===== config.mk =====
export PLATFORM = sky130hd
export DESIGN_NAME = iap2_link_parser
export DESIGN_NICKNAME = d
export VERILOG_FILES = /design/src/rtl/iap2_pkg.sv /design/src/rtl/iap2_rx_sync.sv /design/src/rtl/iap2_link_parser.sv
export SDC_FILE = /design/constraint.sdc
export NUM_CORES = 1
export LEC_CHECK = 0
export ABC_CLOCK_PERIOD_IN_PS = 5700
export CORE_MARGIN = 10
export CORE_UTILIZATION = 50
export DETAILED_ROUTE_END_ITERATION = 7
export MAX_ROUTING_LAYER = met4
export PLACE_DENSITY_LB_ADDON = 0.12
export SYNTH_ARGS = -nofsm -noshare
export SYNTH_HDL_FRONTEND = slang
export SYNTH_HIERARCHICAL = 1
export SYNTH_SLANG_ARGS = --single-unit

===== constraint.sdc =====
create_clock -name i_usb_user_clk -period 5.7 [get_ports i_usb_user_clk]
set_input_delay 0.57 -clock i_usb_user_clk [delete_from_list [all_inputs] [get_ports i_usb_user_clk]]
set_output_delay 0.57 -clock i_usb_user_clk [all_outputs]
set_load 0.03 [all_outputs]

===== src/rtl/iap2_pkg.sv =====
// iap2_pkg: shared iAP2 link constants, control-byte masks and parser FSM states
package iap2_pkg;

    localparam logic [7:0]  IAP2_SOP_MSB     = 8'hFF;
    localparam logic [7:0]  IAP2_SOP_LSB     = 8'h5A;
    localparam logic [7:0]  IAP2_DET_LSB     = 8'h55;
    localparam logic [7:0]  IAP2_CTRL_TOKEN  = 8'h40;
    localparam logic [15:0] IAP2_HDR_LEN     = 16'd9;
    localparam logic [23:0] IAP2_DET_SEQ     = 24'h0200EE;
    localparam logic [7:0]  IAP2_DET_IAP2    = 8'h10;
    localparam logic [7:0]  IAP2_DET_ANDROID = 8'h20;

    localparam logic [7:0] IAP2_CTRL_SYN = 8'h80;
    localparam logic [7:0] IAP2_CTRL_ACK = 8'h40;
    localparam logic [7:0] IAP2_CTRL_EAK = 8'h20;
    localparam logic [7:0] IAP2_CTRL_RST = 8'h10;
    localparam logic [7:0] IAP2_CTRL_SLP = 8'h08;

    typedef enum logic [3:0] {
        S_IDLE,
        S_SOP,
        S_DET,
        S_HDR,
        S_PAYLOAD,
        S_MSG_HDR,
        S_PAR_HDR,
        S_PAR_DATA,
        S_DROP
    } iap2_state_e;

endpackage


===== src/rtl/iap2_rx_sync.sv =====
// iap2_rx_sync: input synchroniser, endpoint-qualified byte strobe and end-of-transfer detect
module iap2_rx_sync #(
    parameter int ENDPT_NUM   = 2,
    parameter int SYNC_STAGES = 2
) (
    input  logic       i_clk,
    input  logic       i_rst,
    input  logic [3:0] i_endpt_sel,
    input  logic       i_usb_rxact,
    input  logic       i_usb_rxval,
    input  logic [7:0] i_usb_rxdat,
    output logic       o_act,
    output logic       o_acc,
    output logic       o_eot,
    output logic [7:0] o_dat
);

    logic [13:0] pipe_q [SYNC_STAGES];
    logic        act_q, val_q, hit_q, prev_q;
    logic [7:0]  dat_q;

    // shift raw inputs through the synchroniser chain
    always_ff @(posedge i_clk) begin
        if (i_rst) begin
            pipe_q <= '{default: '0};
        end else begin
            pipe_q[0] <= {i_endpt_sel, i_usb_rxact, i_usb_rxval, i_usb_rxdat};
            for (int k = 1; k < SYNC_STAGES; k++)
                pipe_q[k] <= pipe_q[k-1];
        end
    end

    // register the endpoint compare alongside the data it qualifies
    always_ff @(posedge i_clk) begin
        if (i_rst) begin
            {act_q, val_q, dat_q, hit_q, prev_q} <= '0;
        end else begin
            {act_q, val_q, dat_q} <= pipe_q[SYNC_STAGES-1][9:0];
            hit_q  <= pipe_q[SYNC_STAGES-1][13:10] == 4'(ENDPT_NUM);
            prev_q <= act_q & hit_q;
        end
    end

    assign o_act = act_q;
    assign o_acc = act_q & val_q & hit_q;
    assign o_eot = prev_q & ~act_q;
    assign o_dat = dat_q;

endmodule


===== src/rtl/iap2_link_parser.sv =====
// iap2_link_parser: iAP2 link packet, control message and detect-sequence decoder
module iap2_link_parser
    import iap2_pkg::*;
#(
    parameter int ENDPT_NUM   = 2,
    parameter int SYNC_STAGES = 2,
    parameter bit CHECK_CSUM  = 1'b1
) (
    input  logic        i_usb_user_clk,
    input  logic        i_rst,
    input  logic [3:0]  i_endpt_sel,
    input  logic        i_usb_rxact,
    input  logic        i_usb_rxval,
    input  logic [7:0]  i_usb_rxdat,
    output logic        o_detect,
    output logic        o_android,
    output logic        o_pkt_done,
    output logic        o_pkt_ok,
    output logic [7:0]  o_pkt_ctrl,
    output logic [7:0]  o_pkt_seq,
    output logic [7:0]  o_pkt_ack,
    output logic [7:0]  o_pkt_sid,
    output logic [15:0] o_pkt_len,
    output logic        o_err_hdr_csum,
    output logic        o_err_pl_csum,
    output logic        o_err_len,
    output logic        o_msg_vld,
    output logic [15:0] o_msg_id,
    output logic        o_param_vld,
    output logic        o_param_first,
    output logic        o_param_last,
    output logic [15:0] o_param_id,
    output logic [15:0] o_param_len,
    output logic [7:0]  o_param_data
);

    logic        act, acc, eot;
    logic [7:0]  dat;
    iap2_state_e state_q;
    logic [15:0] cnt_q, len_q, msg_end_q, plen_q, pcnt_q;
    logic [7:0]  prv_q, hsum_q, psum_q;
    logic [1:0]  det_q, ph_q;
    logic        is_pkt_q, err_len_q;
    logic [15:0] word;
    logic [16:0] par_end;
    logic [7:0]  det_exp;
    logic        is_cks, msg_more, len_bad, hdr_bad, pl_bad;

    iap2_rx_sync #(.ENDPT_NUM(ENDPT_NUM), .SYNC_STAGES(SYNC_STAGES)) u_sync (
        .i_clk(i_usb_user_clk), .i_rst(i_rst), .i_endpt_sel(i_endpt_sel),
        .i_usb_rxact(i_usb_rxact), .i_usb_rxval(i_usb_rxval), .i_usb_rxdat(i_usb_rxdat),
        .o_act(act), .o_acc(acc), .o_eot(eot), .o_dat(dat)
    );

    assign word     = {prv_q, dat};
    assign par_end  = {1'b0, cnt_q} + {1'b0, plen_q} - 17'd3;
    assign det_exp  = cnt_q == 16'd2 ? IAP2_DET_SEQ[23:16] : cnt_q == 16'd3 ? IAP2_DET_SEQ[15:8] : IAP2_DET_SEQ[7:0];
    assign is_cks   = state_q inside {S_PAYLOAD, S_MSG_HDR, S_PAR_HDR, S_PAR_DATA} && cnt_q == len_q - 16'd1;
    assign msg_more = cnt_q + 16'd1 < msg_end_q;
    assign len_bad  = err_len_q || cnt_q != len_q;
    assign hdr_bad  = hsum_q != 8'd0;
    assign pl_bad   = len_q > IAP2_HDR_LEN && psum_q != 8'd0;

    // byte counter plus header (bytes 0..8) and payload (9..len-1) running sums, cleared between transfers
    always_ff @(posedge i_usb_user_clk) begin
        if (i_rst || !act) begin
            {cnt_q, hsum_q, psum_q} <= '0;
        end else if (acc) begin
            cnt_q <= cnt_q == 16'hFFFF ? cnt_q : cnt_q + 16'd1;
            if (cnt_q < IAP2_HDR_LEN)
                hsum_q <= hsum_q + dat;
            else if (cnt_q < len_q)
                psum_q <= psum_q + dat;
        end
    end

    // packet/message FSM with registered outputs; end of transfer reports then returns to IDLE
    always_ff @(posedge i_usb_user_clk) begin
        if (i_rst) begin
            state_q <= S_IDLE;
            {len_q, msg_end_q, plen_q, pcnt_q, prv_q, det_q, ph_q, is_pkt_q, err_len_q} <= '0;
            {o_detect, o_android, o_pkt_done, o_pkt_ok, o_pkt_ctrl, o_pkt_seq, o_pkt_ack, o_pkt_sid} <= '0;
            {o_err_hdr_csum, o_err_pl_csum, o_err_len, o_msg_vld, o_msg_id} <= '0;
            {o_param_vld, o_param_first, o_param_last, o_param_id, o_param_len, o_param_data} <= '0;
        end else begin
            {o_detect, o_android, o_pkt_done, o_msg_vld, o_param_vld, o_param_first, o_param_last} <= '0;
            if (eot) begin
                o_detect  <= state_q == S_DET && cnt_q == 16'd6 && det_q == 2'b01;
                o_android <= state_q == S_DET && cnt_q == 16'd6 && det_q == 2'b10;
                if (is_pkt_q) begin
                    o_pkt_done     <= 1'b1;
                    o_pkt_ok       <= !len_bad && !(CHECK_CSUM && (hdr_bad || pl_bad));
                    o_err_hdr_csum <= hdr_bad;
                    o_err_pl_csum  <= pl_bad;
                    o_err_len      <= len_bad;
                end
            end
            if (!act) begin
                state_q <= S_IDLE;
                {det_q, ph_q, is_pkt_q, err_len_q} <= '0;
            end else if (acc) begin
                prv_q <= dat;
                if (is_cks) begin
                    state_q <= S_DROP;
                end else begin
                    case (state_q)
                        S_IDLE: state_q <= dat == IAP2_SOP_MSB ? S_SOP : S_DROP;
                        S_SOP: begin
                            is_pkt_q <= dat == IAP2_SOP_LSB;
                            state_q  <= dat == IAP2_SOP_LSB ? S_HDR : dat == IAP2_DET_LSB ? S_DET : S_DROP;
                        end
                        S_DET: begin
                            if (cnt_q == 16'd5 && (dat == IAP2_DET_IAP2 || dat == IAP2_DET_ANDROID))
                                det_q <= {dat == IAP2_DET_ANDROID, dat == IAP2_DET_IAP2};
                            else if (cnt_q >= 16'd5 || dat != det_exp)
                                state_q <= S_DROP;
                        end
                        S_HDR: begin
                            if (cnt_q == 16'd2) len_q[15:8] <= dat;
                            if (cnt_q == 16'd3) len_q[7:0]  <= dat;
                            if (cnt_q == 16'd4) o_pkt_ctrl  <= dat;
                            if (cnt_q == 16'd5) o_pkt_seq   <= dat;
                            if (cnt_q == 16'd6) o_pkt_ack   <= dat;
                            if (cnt_q == 16'd7) o_pkt_sid   <= dat;
                            if (cnt_q == 16'd8) begin
                                state_q   <= len_q > IAP2_HDR_LEN ? S_PAYLOAD : S_DROP;
                                err_len_q <= err_len_q || len_q < IAP2_HDR_LEN;
                            end
                        end
                        S_PAYLOAD: begin
                            if (cnt_q == 16'd10 && prv_q == IAP2_CTRL_TOKEN && dat == IAP2_CTRL_TOKEN)
                                state_q <= S_MSG_HDR;
                        end
                        S_MSG_HDR: begin
                            if (cnt_q == 16'd12)
                                msg_end_q <= IAP2_HDR_LEN + word;
                            if (cnt_q == 16'd14) begin
                                o_msg_id  <= word;
                                o_msg_vld <= 1'b1;
                                state_q   <= msg_end_q > 16'd15 ? S_PAR_HDR : S_PAYLOAD;
                            end
                        end
                        S_PAR_HDR: begin
                            ph_q <= ph_q + 2'd1;
                            if (ph_q == 2'd1)
                                plen_q <= word;
                            if (ph_q == 2'd3) begin
                                o_param_id  <= word;
                                o_param_len <= plen_q - 16'd4;
                                pcnt_q      <= '0;
                                if (plen_q < 16'd4 || par_end > {1'b0, msg_end_q}) begin
                                    err_len_q <= 1'b1;
                                    state_q   <= S_DROP;
                                end else if (plen_q == 16'd4) begin
                                    state_q <= msg_more ? S_PAR_HDR : S_PAYLOAD;
                                end else begin
                                    state_q <= S_PAR_DATA;
                                end
                            end
                        end
                        S_PAR_DATA: begin
                            o_param_vld   <= 1'b1;
                            o_param_data  <= dat;
                            o_param_first <= pcnt_q == 16'd0;
                            o_param_last  <= pcnt_q + 16'd1 == o_param_len;
                            pcnt_q        <= pcnt_q + 16'd1;
                            if (pcnt_q + 16'd1 == o_param_len)
                                state_q <= msg_more ? S_PAR_HDR : S_PAYLOAD;
                        end
                        default: ;
                    endcase
                end
            end
        end
    end

    assign o_pkt_len = len_q;

endmodule


==> impl_metrics.py, run 1 <==
metrics = {
    "run_status": {
        "outcome": "finished clean",
    },
    "clock_tree": {
        "cts_setup_buffers": 0,
        "numCtsBuffers": 28,
        "cts_hold_buf": 0,
        "cts.reportedPaths.clkPinSlew_ns": 0.07,
        "cts_resized": 0,
        "cts_sinks": 253,
        "cts_max_level": 1,
        "insertion_delay_ns": 0.54,
        "cts_tree": "yes",
        "cts_root_buffer": "clkbuf_16",
        "cts_buffer_depth": 3,
    },
    "synthesis": {
        "yosysUniqueCellTypes": 81,
        "netlist_area_sq_um": 14600,
        "async_flop_share": 0,
        "synth_warnings": 6,
        "synth_cells": 1703,
        "synth_edf_count": 0,
        "ys.flop_type": "dfxtp_1",
        "syn_nets": 1831,
        "syn-mean-instance-area_sq_um": 8.58,
        "synth_seq_area_share": 0.347,
        "synth_seq_cells": 253,
    },
    "timing": {
        "fmax_mhz": 198,
        "period_share": 0.887,
        "slew-limit-headroom": 0.247,
        "fin_worst_skew_ns": 0.0230,
        "finalSetupTns_ns": 0,
        "setup_violations": 0,
        "rsz0062_at_grt": "no",
        "hold_violations": 0,
        "tightest_slew_ns": 1.13,
        "final_max_slew_viol_count": 0,
        "finalCriticalPeriod_ns": 5.06,
    },
    "worst_setup_path": {
        "critical-path-slowest-cell": "dfxtp_1",
        "startpoint_type": "flop",
        "critical_path_class": "reg2reg",
        "cp_max_fo": 12,
        "crit_chain": "inv_1 -> ha_1 -> inv_1 -> ha_1 -> a211oi_1 -> o21ai_0 -> o21a_1 -> a21o_1 -> a21oi_1 -> o21bai_1 -> a21oi_1 -> xnor2_1 -> ha_1 -> nand2_1 -> nor4_1 -> a21oi_1 -> a22oi_1 -> nand2_1 -> a2111oi_0 -> nor3_1",
        "r2r-start": "cnt_q[3]",
        "cp.arrival_ns": 5.46,
        "cp_data_required_time_ns": 6.10,
        "cp_slowest_stage_delay_ns": 0.58,
        "setup.worst_path.start": "cnt_q[3]",
        "end_kind": "flop",
    },
    "global_route": {
        "grt_pass1_wl_um": 66600,
        "first_global_vias": 11814,
        "antenna_found_initial": 0,
        "grt_use_total": 0.231,
        "grt_max_degree": 125,
        "globalRoute.totalOverflow": 0,
    },
    "run": {
        "cap_violations": 0,
    },
    "routing": {
        "vias_per_cell": 5.62,
        "drt_iter0_markers": 1010,
        "num_vias": 12290,
        "antenna_left": 0,
        "drtPass1Iterations": 6,
        "wl_um": 41700,
        "drc": 0,
        "wl_per_cell_um": 19.1,
    },
    "power": {
        "p_sw_frac": 0.218,
        "p_seq_frac": 0.485,
        "finalPower_mw": 3.67,
        "combPwrFrac": 0.021,
        "p_leak_nw": 6.87,
        "pwr-share-clk": 0.494,
        "intPower_mw": 2.87,
        "ir_worst_vdd_mv": 0.210,
        "p_sw_uw": 801,
        "powerDensity_nw_per_um2": 216,
    },
    "placed_design": {
        "io_buffers": 130,
        "dp_cells": 2134,
        "dpl_cell_area_sq_um": 16000,
        "place.gp.congestion": 0.924,
        "dp_hpwl_um": 30100,
    },
    "floorplanning": {
        "rows": 62,
        "core_sq_um": 28800,
        "chipHeight_um": 191,
        "ioPinCount": 131,
        "start_util": 0.508,
        "chipWidth_um": 191,
        "die-area_sq_um": 36500,
    },
    "final_layout": {
        "layout-drive-gt1-share": 0.0527,
        "fillerInstances": 2602,
        "fin_cells": 2185,
        "insertedDiodeCount": 0,
        "area_growth_pct": 16.2,
        "multiInputGateArea_sq_um": 8640,
        "fin_util": 0.590,
        "stdcell_area_sq_um": 17000,
        "final-seq-area_sq_um": 5060,
        "nets": 1908,
    },
    "worst_hold_path": {
        "hold_path.class": "reg2reg",
        "hold_start": "u_sync/pipe_q[21]",
    },
}
-- flip-flops by register name, summed over array words and instances, names as in the netlist, 16 cells and up --
name	flops
o_pkt_len	16
pcnt_q	16
msg_end_q	16
o_msg_id	16
o_param_id	16
plen_q	16
o_param_len	16
cnt_q	16
u_sync/pipe_q	28
-- per-stage QoR --
step / hold slack, ns / setup WS (ns)
5_1_grt: 0.457 / 0.195
2_1_floorplan: 0.406 / 1.13
3_5_place_dp: 0.420 / 0.750
4_1_cts: 0.440 / 0.683
3_3_place_gp: 0.413 / 0.937
6_report: 0.436 / 0.644
-- cells in the final DEF, fill, tap and decap left out, types with 5 or more instances in the layout --
cell,synthesis,layout
nor2b_1,57,57
and3_1,16,16
a211oi_1,21,21
clkdlybuf4s50_1,0,129
clkbuf_8,0,7
nor4b_1,6,6
a21o_1,13,13
nand3_1,46,46
or3_1,11,11
nand3b_1,11,11
buf_4,2,13
nor3_1,25,25
nand2b_1,33,33
ha_1,109,109
nand4_1,27,27
clkbuf_16,0,29
and2_1,8,8
nor3b_1,5,5
clkinv_2,0,7
o21a_1,14,14
nand4_2,5,5
dfxtp_1,253,253
xnor2_1,82,82
o21ai_0,60,60
xor2_1,28,28
nor2_1,210,210
inv_1,114,114
nand2_1,91,91
mux2i_1,117,117
nor4_1,30,30
a21oi_1,88,88
or4_1,13,13
a2111oi_0,5,5
a311oi_1,5,5
and4_1,9,8
a31oi_1,7,7
o21bai_1,5,5
-- cell usage after synthesis, types with 16 or more instances --
cell type / count / area (sq um)
a21oi_1: 88 / 440
clkbuf_1: 68 / 255
nand2b_1: 33 / 206
and3_1: 16 / 100
nor2_1: 210 / 788
nand4_1: 27 / 169
nor2b_1: 57 / 357
dfxtp_1: 253 / 5060
ha_1: 109 / 1360
mux2i_1: 117 / 1170
nor3_1: 25 / 125
nor4_1: 30 / 188
xnor2_1: 82 / 718
a211oi_1: 21 / 158
nand3_1: 46 / 230
nand2_1: 91 / 342
o21ai_0: 60 / 300
inv_1: 114 / 428
xor2_1: 28 / 245
-- critical path: cells and delay by family (launching register included) --
| family | cells | cell delay, ns |
|---|---|---|
| AOI/OAI and AO/OA | 10 | 2.44 |
| adders and majority gates | 3 | 0.85 |
| and+or+nand+nor | 4 | 0.69 |
| DFF | 1 | 0.58 |
| buffers and inverters | 2 | 0.26 |
| xor gates and xnor gates | 1 | 0.09 |
-- power by group through the flow --
stage / Clock (mW) / Combinational [mW] / Sequential (mW)
2_1_floorplan: 0 / 0.0498 / 1.82
3_5_place_dp: 0 / 0.0791 / 1.82
6_report: 1.81 / 0.0786 / 1.78
3_3_place_gp: 0 / 0.0781 / 1.82
4_1_cts: 1.85 / 0.0793 / 1.78
5_1_grt: 1.92 / 0.0861 / 1.78
-- per-layer routing --
metal	global-route usage	routed length, um	up-vias	part of all wire
met2	0.346	18500	349	0.44
met4	0.0436	597	0	0.014
met3	0.0603	3380	52	0.081
met5	-	0	-	0
met1	0.310	19200	5816	0.46
li1	-	-	6073	-
-- kinds of logic after synthesis --
kind of cell               Yosys count  synth area share
AOI/OAI and AO/OA                  263             0.115
buffers and inverters              211            0.0616
adders and majority gates          112            0.0975
DFF                                253             0.347
xor gates and xnor gates           110            0.0660
and+or+nand+nor                    634             0.230
muxes                              120            0.0825
-- worst paths after layout --
path | slack [ns] | endpoint | depth (start not counted)
setup / recovery | 0.64 | state_q[3] | 20
hold / removal | 0.44 | u_sync/pipe_q[7] | 1
setup reg to reg | 0.64 | state_q[3] | 20
hold reg to reg | 0.44 | u_sync/pipe_q[7] | 1
-- final cells by class --
cell class / instances / share of cell area
Multi-Input combinational cell: 1239 / 0.509
Tap cell: 384 / 0.0283
Clock buffer: 38 / 0.0489
Sequential cell: 253 / 0.298
Inverter: 114 / 0.0252
Clock inverter: 13 / 0.00627
Timing Repair Buffer: 144 / 0.0837
Note: power is estimated with default switching activity, not from simulation.
==> inputs of run 2 (changes only) <==
--- a/config.mk
+++ b/config.mk
@@ -6,7 +6,6 @@
 export NUM_CORES = 1
 export LEC_CHECK = 0
 export ABC_CLOCK_PERIOD_IN_PS = 5700
-export CORE_MARGIN = 10
 export CORE_UTILIZATION = 50
 export DETAILED_ROUTE_END_ITERATION = 7
 export MAX_ROUTING_LAYER = met4
==> impl_metrics.py, run 2 (synthesis gave the netlist of run 1 again) <==
metrics = {
    "global_route": {
        "antenna_found_initial": 0,
        "grt_max_degree": 88,
        "grt_pass1_wl_um": 64500,
        "globalRoute.totalOverflow": 0,
        "first_global_vias": 11789,
        "grt_use_total": 0.276,
    },
    "worst_setup_path": {
        "cp_max_fo": 12,
        "cp_data_required_time_ns": 6.13,
        "startpoint_type": "flop",
        "critical_path_class": "reg2reg",
        "end_kind": "flop",
        "cp.arrival_ns": 5.46,
    },
    "run_status": {
        "outcome": "finished clean",
    },
    "timing": {
        "fin_worst_skew_ns": 0.0209,
        "finalSetupTns_ns": 0,
        "whs_ns": 0.416,
        "period_share": 0.882,
        "hold_violations": 0,
        "finalCriticalPeriod_ns": 5.03,
        "fmax_mhz": 199,
        "setup_violations": 0,
        "tightest_slew_ns": 1.02,
        "final_max_slew_viol_count": 0,
        "rsz0062_at_grt": "no",
        "slew-limit-headroom": 0.312,
    },
    "floorplanning": {
        "start_util": 0.509,
        "ioPinCount": 131,
        "rows": 62,
        "die-area_sq_um": 29900,
        "chipHeight_um": 173,
        "core_sq_um": 28700,
        "chipWidth_um": 173,
    },
    "routing": {
        "vias_per_cell": 5.65,
        "num_vias": 12349,
        "route.met3.wl_um": 3220,
        "drt_iter0_markers": 800,
        "wl_met2_um": 17700,
        "antenna_left": 0,
        "drtPass1Iterations": 5,
        "wl_per_cell_um": 18.5,
        "met1Wirelength_um": 18700,
        "wl_um": 40600,
        "drc": 0,
        "highest_layer": "met4",
    },
    "clock_tree": {
        "cts_root_buffer": "clkbuf_16",
        "cts.reportedPaths.clkPinSlew_ns": 0.07,
        "cts_buffer_depth": 3,
        "cts_max_level": 1,
        "cts_tree": "yes",
        "insertion_delay_ns": 0.56,
        "numCtsBuffers": 28,
        "cts_resized": 0,
        "cts_hold_buf": 0,
        "cts_setup_buffers": 0,
        "cts_sinks": 253,
    },
    "final_layout": {
        "regMostFlops": "u_sync/pipe_q",
        "area_growth_pct": 16.4,
        "final-seq-area_sq_um": 5060,
        "nets": 1909,
        "layout-drive-gt1-share": 0.0527,
        "fillerInstances": 2582,
        "insertedDiodeCount": 0,
        "final_cell_mix": "dfxtp_1 (253), nor2_1 (210), clkdlybuf4s50_1 (129), mux2i_1 (117), inv_1 (114)",
        "largest_register_ffs": 28,
        "fin_util": 0.592,
        "final_common_cell": "dfxtp_1",
        "multiInputGateArea_sq_um": 8640,
    },
    "run": {
        "cap_violations": 0,
    },
    "placed_design": {
        "dp_hpwl_um": 28900,
        "place.gp.congestion": 0.914,
        "io_buffers": 130,
    },
    "worst_hold_path": {
        "hold_path.class": "in2reg",
    },
    "power": {
        "finalPower_mw": 3.76,
        "powerDensity_nw_per_um2": 221,
        "ir_worst_vdd_mv": 0.238,
        "p_leak_nw": 6.88,
    },
}
[run 2: worst max-delay path, cell delays in order (launching register included)]
cell and delay (ns):
dfxtp_1 0.58, inv_1 0.21, ha_1 0.33, inv_1 0.05, ha_1 0.34, nor2b_1 0.14
o21ai_0 0.26, a21boi_0 0.16, o21ai_0 0.25, a21oi_1 0.18, a221o_1 0.35, nor2_1 0.12
xnor2_1 0.08, ha_1 0.29, nand2_1 0.06, nor4_1 0.38, a21oi_1 0.12, a22oi_1 0.36
nand2_1 0.14, a2111oi_0 0.42, nor3_1 0.09
[run 2: layout make-up]
cell class | count | share of cell area
Sequential cell | 253 | 0.298
Tap cell | 384 | 0.0283
Timing Repair Buffer | 145 | 0.0832
Clock buffer | 38 | 0.0476
Clock inverter | 14 | 0.00949
Multi-Input combinational cell | 1239 | 0.508
Inverter | 114 | 0.0252
[run 2: stage by stage]
step	worst slack, ns	area [sq um]	cells
global route	0.212	17000	2187
finish	0.672	17000	2187
CTS	0.741	17000	2187
global placement	0.988	16000	2135
floorplan	1.13	14600	1703
detailed placement	0.782	16000	2135
[run 2: per-layer routing]
| layer | up-vias | GRT usage |
|---|---|---|
| met2 | 402 | 0.421 |
| met5 | - | - |
| li1 | 6069 | - |
| met3 | 75 | 0.0627 |
| met1 | 5803 | 0.368 |
| met4 | 0 | 0.0708 |
[run 2: path summary, 6_finish.rpt]
check	startpoint	end	slack, ns	cells after the start
worst max-delay path	cnt_q[3]	state_q[3]	0.67	20
worst min-delay path	i_rst	o_pkt_sid[3]	0.42	2
worst max register to register	cnt_q[3]	state_q[3]	0.67	20
worst min register to register	u_sync/pipe_q[11]	u_sync/hit_q	0.42	1
[run 2: report_power, final]
group          total (mW)  switching [mW]  internal [mW]
combinational      0.0783          0.0498         0.0285
clock                1.90           0.765           1.13
sequential           1.78         0.00249           1.78
total                3.76           0.817           2.94
==> inputs of run 3 (changes only) <==
--- a/config.mk
+++ b/config.mk
@@ -10,6 +10,7 @@
 export DETAILED_ROUTE_END_ITERATION = 7
 export MAX_ROUTING_LAYER = met4
 export PLACE_DENSITY_LB_ADDON = 0.12
+export REMOVE_ABC_BUFFERS = 1
 export SYNTH_ARGS = -nofsm -noshare
 export SYNTH_HDL_FRONTEND = slang
 export SYNTH_HIERARCHICAL = 1
==> impl_metrics.py, run 3 (synthesis gave the netlist of run 1 again) <==
metrics = {
    "run_status": {
        "outcome": "finished clean",
    },
    "clock_tree": {
        "cts_buffer_depth": 3,
        "numCtsBuffers": 27,
        "cts.reportedPaths.clkPinSlew_ns": 0.06,
        "insertion_delay_ns": 0.55,
        "cts_hold_buf": 0,
        "cts_setup_buffers": 0,
        "cts_root_buffer": "clkbuf_16",
        "cts_sinks": 253,
        "cts_resized": 0,
        "cts_max_level": 1,
        "cts_tree": "yes",
    },
    "global_route": {
        "globalRoute.totalOverflow": 0,
        "grt_max_degree": 124,
        "first_global_vias": 11435,
        "top_usage_layer": "met2",
        "met2_usage": 0.409,
        "grt_use_total": 0.272,
        "grt_pass1_wl_um": 63600,
        "antenna_found_initial": 0,
        "gr-usage-met3": 0.0464,
        "gr-usage-met1": 0.381,
    },
    "routing": {
        "wl_per_cell_um": 18.4,
        "drc": 0,
        "drt_iter0_markers": 912,
        "num_vias": 12285,
        "antenna_left": 0,
        "drtPass1Iterations": 5,
        "wl_um": 40100,
        "vias_per_cell": 5.63,
    },
    "power": {
        "p_sw_frac": 0.220,
        "finalPower_mw": 3.53,
        "ir_worst_vdd_mv": 0.200,
        "combPwrFrac": 0.022,
        "pwr-share-clk": 0.473,
        "intPower_mw": 2.76,
        "p_seq_frac": 0.505,
        "p_sw_uw": 777,
        "p_leak_nw": 6.80,
        "powerDensity_nw_per_um2": 210,
    },
    "timing": {
        "rsz0062_at_grt": "no",
        "hold_violations": 0,
        "finalCriticalPeriod_ns": 4.97,
        "finalSetupTns_ns": 0,
        "fin_worst_skew_ns": 0.0224,
        "fmax_mhz": 201,
        "tightest_slew_ns": 1.18,
        "setup_violations": 0,
        "slew-limit-headroom": 0.211,
        "fin_ws_ns": 0.730,
        "period_share": 0.872,
        "final_max_slew_viol_count": 0,
    },
    "worst_setup_path": {
        "timing.rr.end": "state_q[3]",
        "r2r_slack_ns": 0.73,
        "critical-path-slowest-cell": "dfxtp_1",
        "reg2reg_depth": 20,
        "cp_max_fo": 12,
        "cp_data_required_time_ns": 6.12,
        "crit_chain": "inv_1 -> ha_1 -> inv_1 -> ha_1 -> nor2b_1 -> o21ai_0 -> a21boi_0 -> o21ai_0 -> a21oi_1 -> a221o_1 -> nor2_1 -> xnor2_1 -> ha_1 -> nand2_1 -> nor4_1 -> a21oi_1 -> a22oi_1 -> nand2_1 -> a2111oi_0 -> nor3_1",
        "end_kind": "flop",
        "cp_slowest_stage_delay_ns": 0.61,
        "critical_path_class": "reg2reg",
        "path_common_cell": "ha_1",
        "startpoint_type": "flop",
        "cp.arrival_ns": 5.39,
        "crit_family": "compound AO/OA/AOI/OAI gates",
        "path_buf_inv": 2,
        "r2r-start": "cnt_q[3]",
    },
    "placed_design": {
        "place.gp.congestion": 0.938,
        "dp_hpwl_um": 28500,
        "io_buffers": 130,
        "place_ws_ns": 0.768,
        "dp_cells": 2134,
    },
    "final_layout": {
        "regMostFlops": "u_sync/pipe_q",
        "nets": 1907,
        "largest_register_ffs": 28,
        "fin_cells": 2181,
        "final_cell_mix": "dfxtp_1 (253), nor2_1 (210), clkdlybuf4s50_1 (129), mux2i_1 (117), inv_1 (114)",
        "fin_util": 0.587,
        "fillerInstances": 2633,
        "final_common_cell": "dfxtp_1",
        "layout-drive-gt1-share": 0.0484,
        "area_growth_pct": 15.4,
        "insertedDiodeCount": 0,
    },
    "floorplanning": {
        "die-area_sq_um": 29900,
        "ioPinCount": 131,
        "start_util": 0.509,
        "chipHeight_um": 173,
        "chipWidth_um": 173,
        "rows": 62,
        "core_sq_um": 28700,
    },
    "worst_hold_path": {
        "hold_start": "u_sync/pipe_q[11]",
        "holdPathEnd": "u_sync/hit_q",
        "hold_path.class": "reg2reg",
        "whs_path_depth": 1,
    },
    "run": {
        "cap_violations": 0,
    },
}
==> run 3: layout make-up <==
class | instances | area, sq um | area share
timing repair buffer | 144 | 1410 | 0.0835
inverter | 114 | 428 | 0.0254
multi-input combinational | 1239 | 8640 | 0.513
tap | 384 | 480 | 0.0285
sequential | 253 | 5060 | 0.300
clock inverter | 8 | 52.6 | 0.00312
clock buffer | 39 | 781 | 0.0463
==> run 3: per-stage QoR <==
step / cell area (sq um) / hold slack [ns]
2_1_floorplan: 14100 / 0.406
3_3_place_gp: 16000 / 0.414
3_5_place_dp: 16000 / 0.414
4_1_cts: 16900 / 0.427
5_1_grt: 16900 / 0.443
6_report: 16900 / 0.424
==> run 3: worst max path at each step <==
stage,slack [ns],endpoint,from,cells after the start
6_report,0.73,state_q[3],cnt_q[3],20
5_1_grt,0.19,state_q[3],cnt_q[3],20
4_1_cts,0.75,state_q[3],cnt_q[3],20
3_5_place_dp,0.77,state_q[2],cnt_q[3],20
3_3_place_gp,0.89,state_q[2],cnt_q[3],20
2_1_floorplan,1.33,state_q[3],cnt_q[2],20
==> run 3: layer usage <==
layer,share of wire,vias up
met3,0.065,48
met4,0.017,0
met2,0.44,334
li1,-,6060
met5,0,-
met1,0.48,5843
==> run 3: power groups by stage <==
stage          Sequential (mW)  Combinational [mW]  Clock, mW
6_report                  1.78              0.0788       1.67
2_1_floorplan             1.83              0.0248          0
3_3_place_gp              1.82              0.0783          0
4_1_cts                   1.78              0.0792       1.70
5_1_grt                   1.78              0.0855       1.78
3_5_place_dp              1.82              0.0791          0
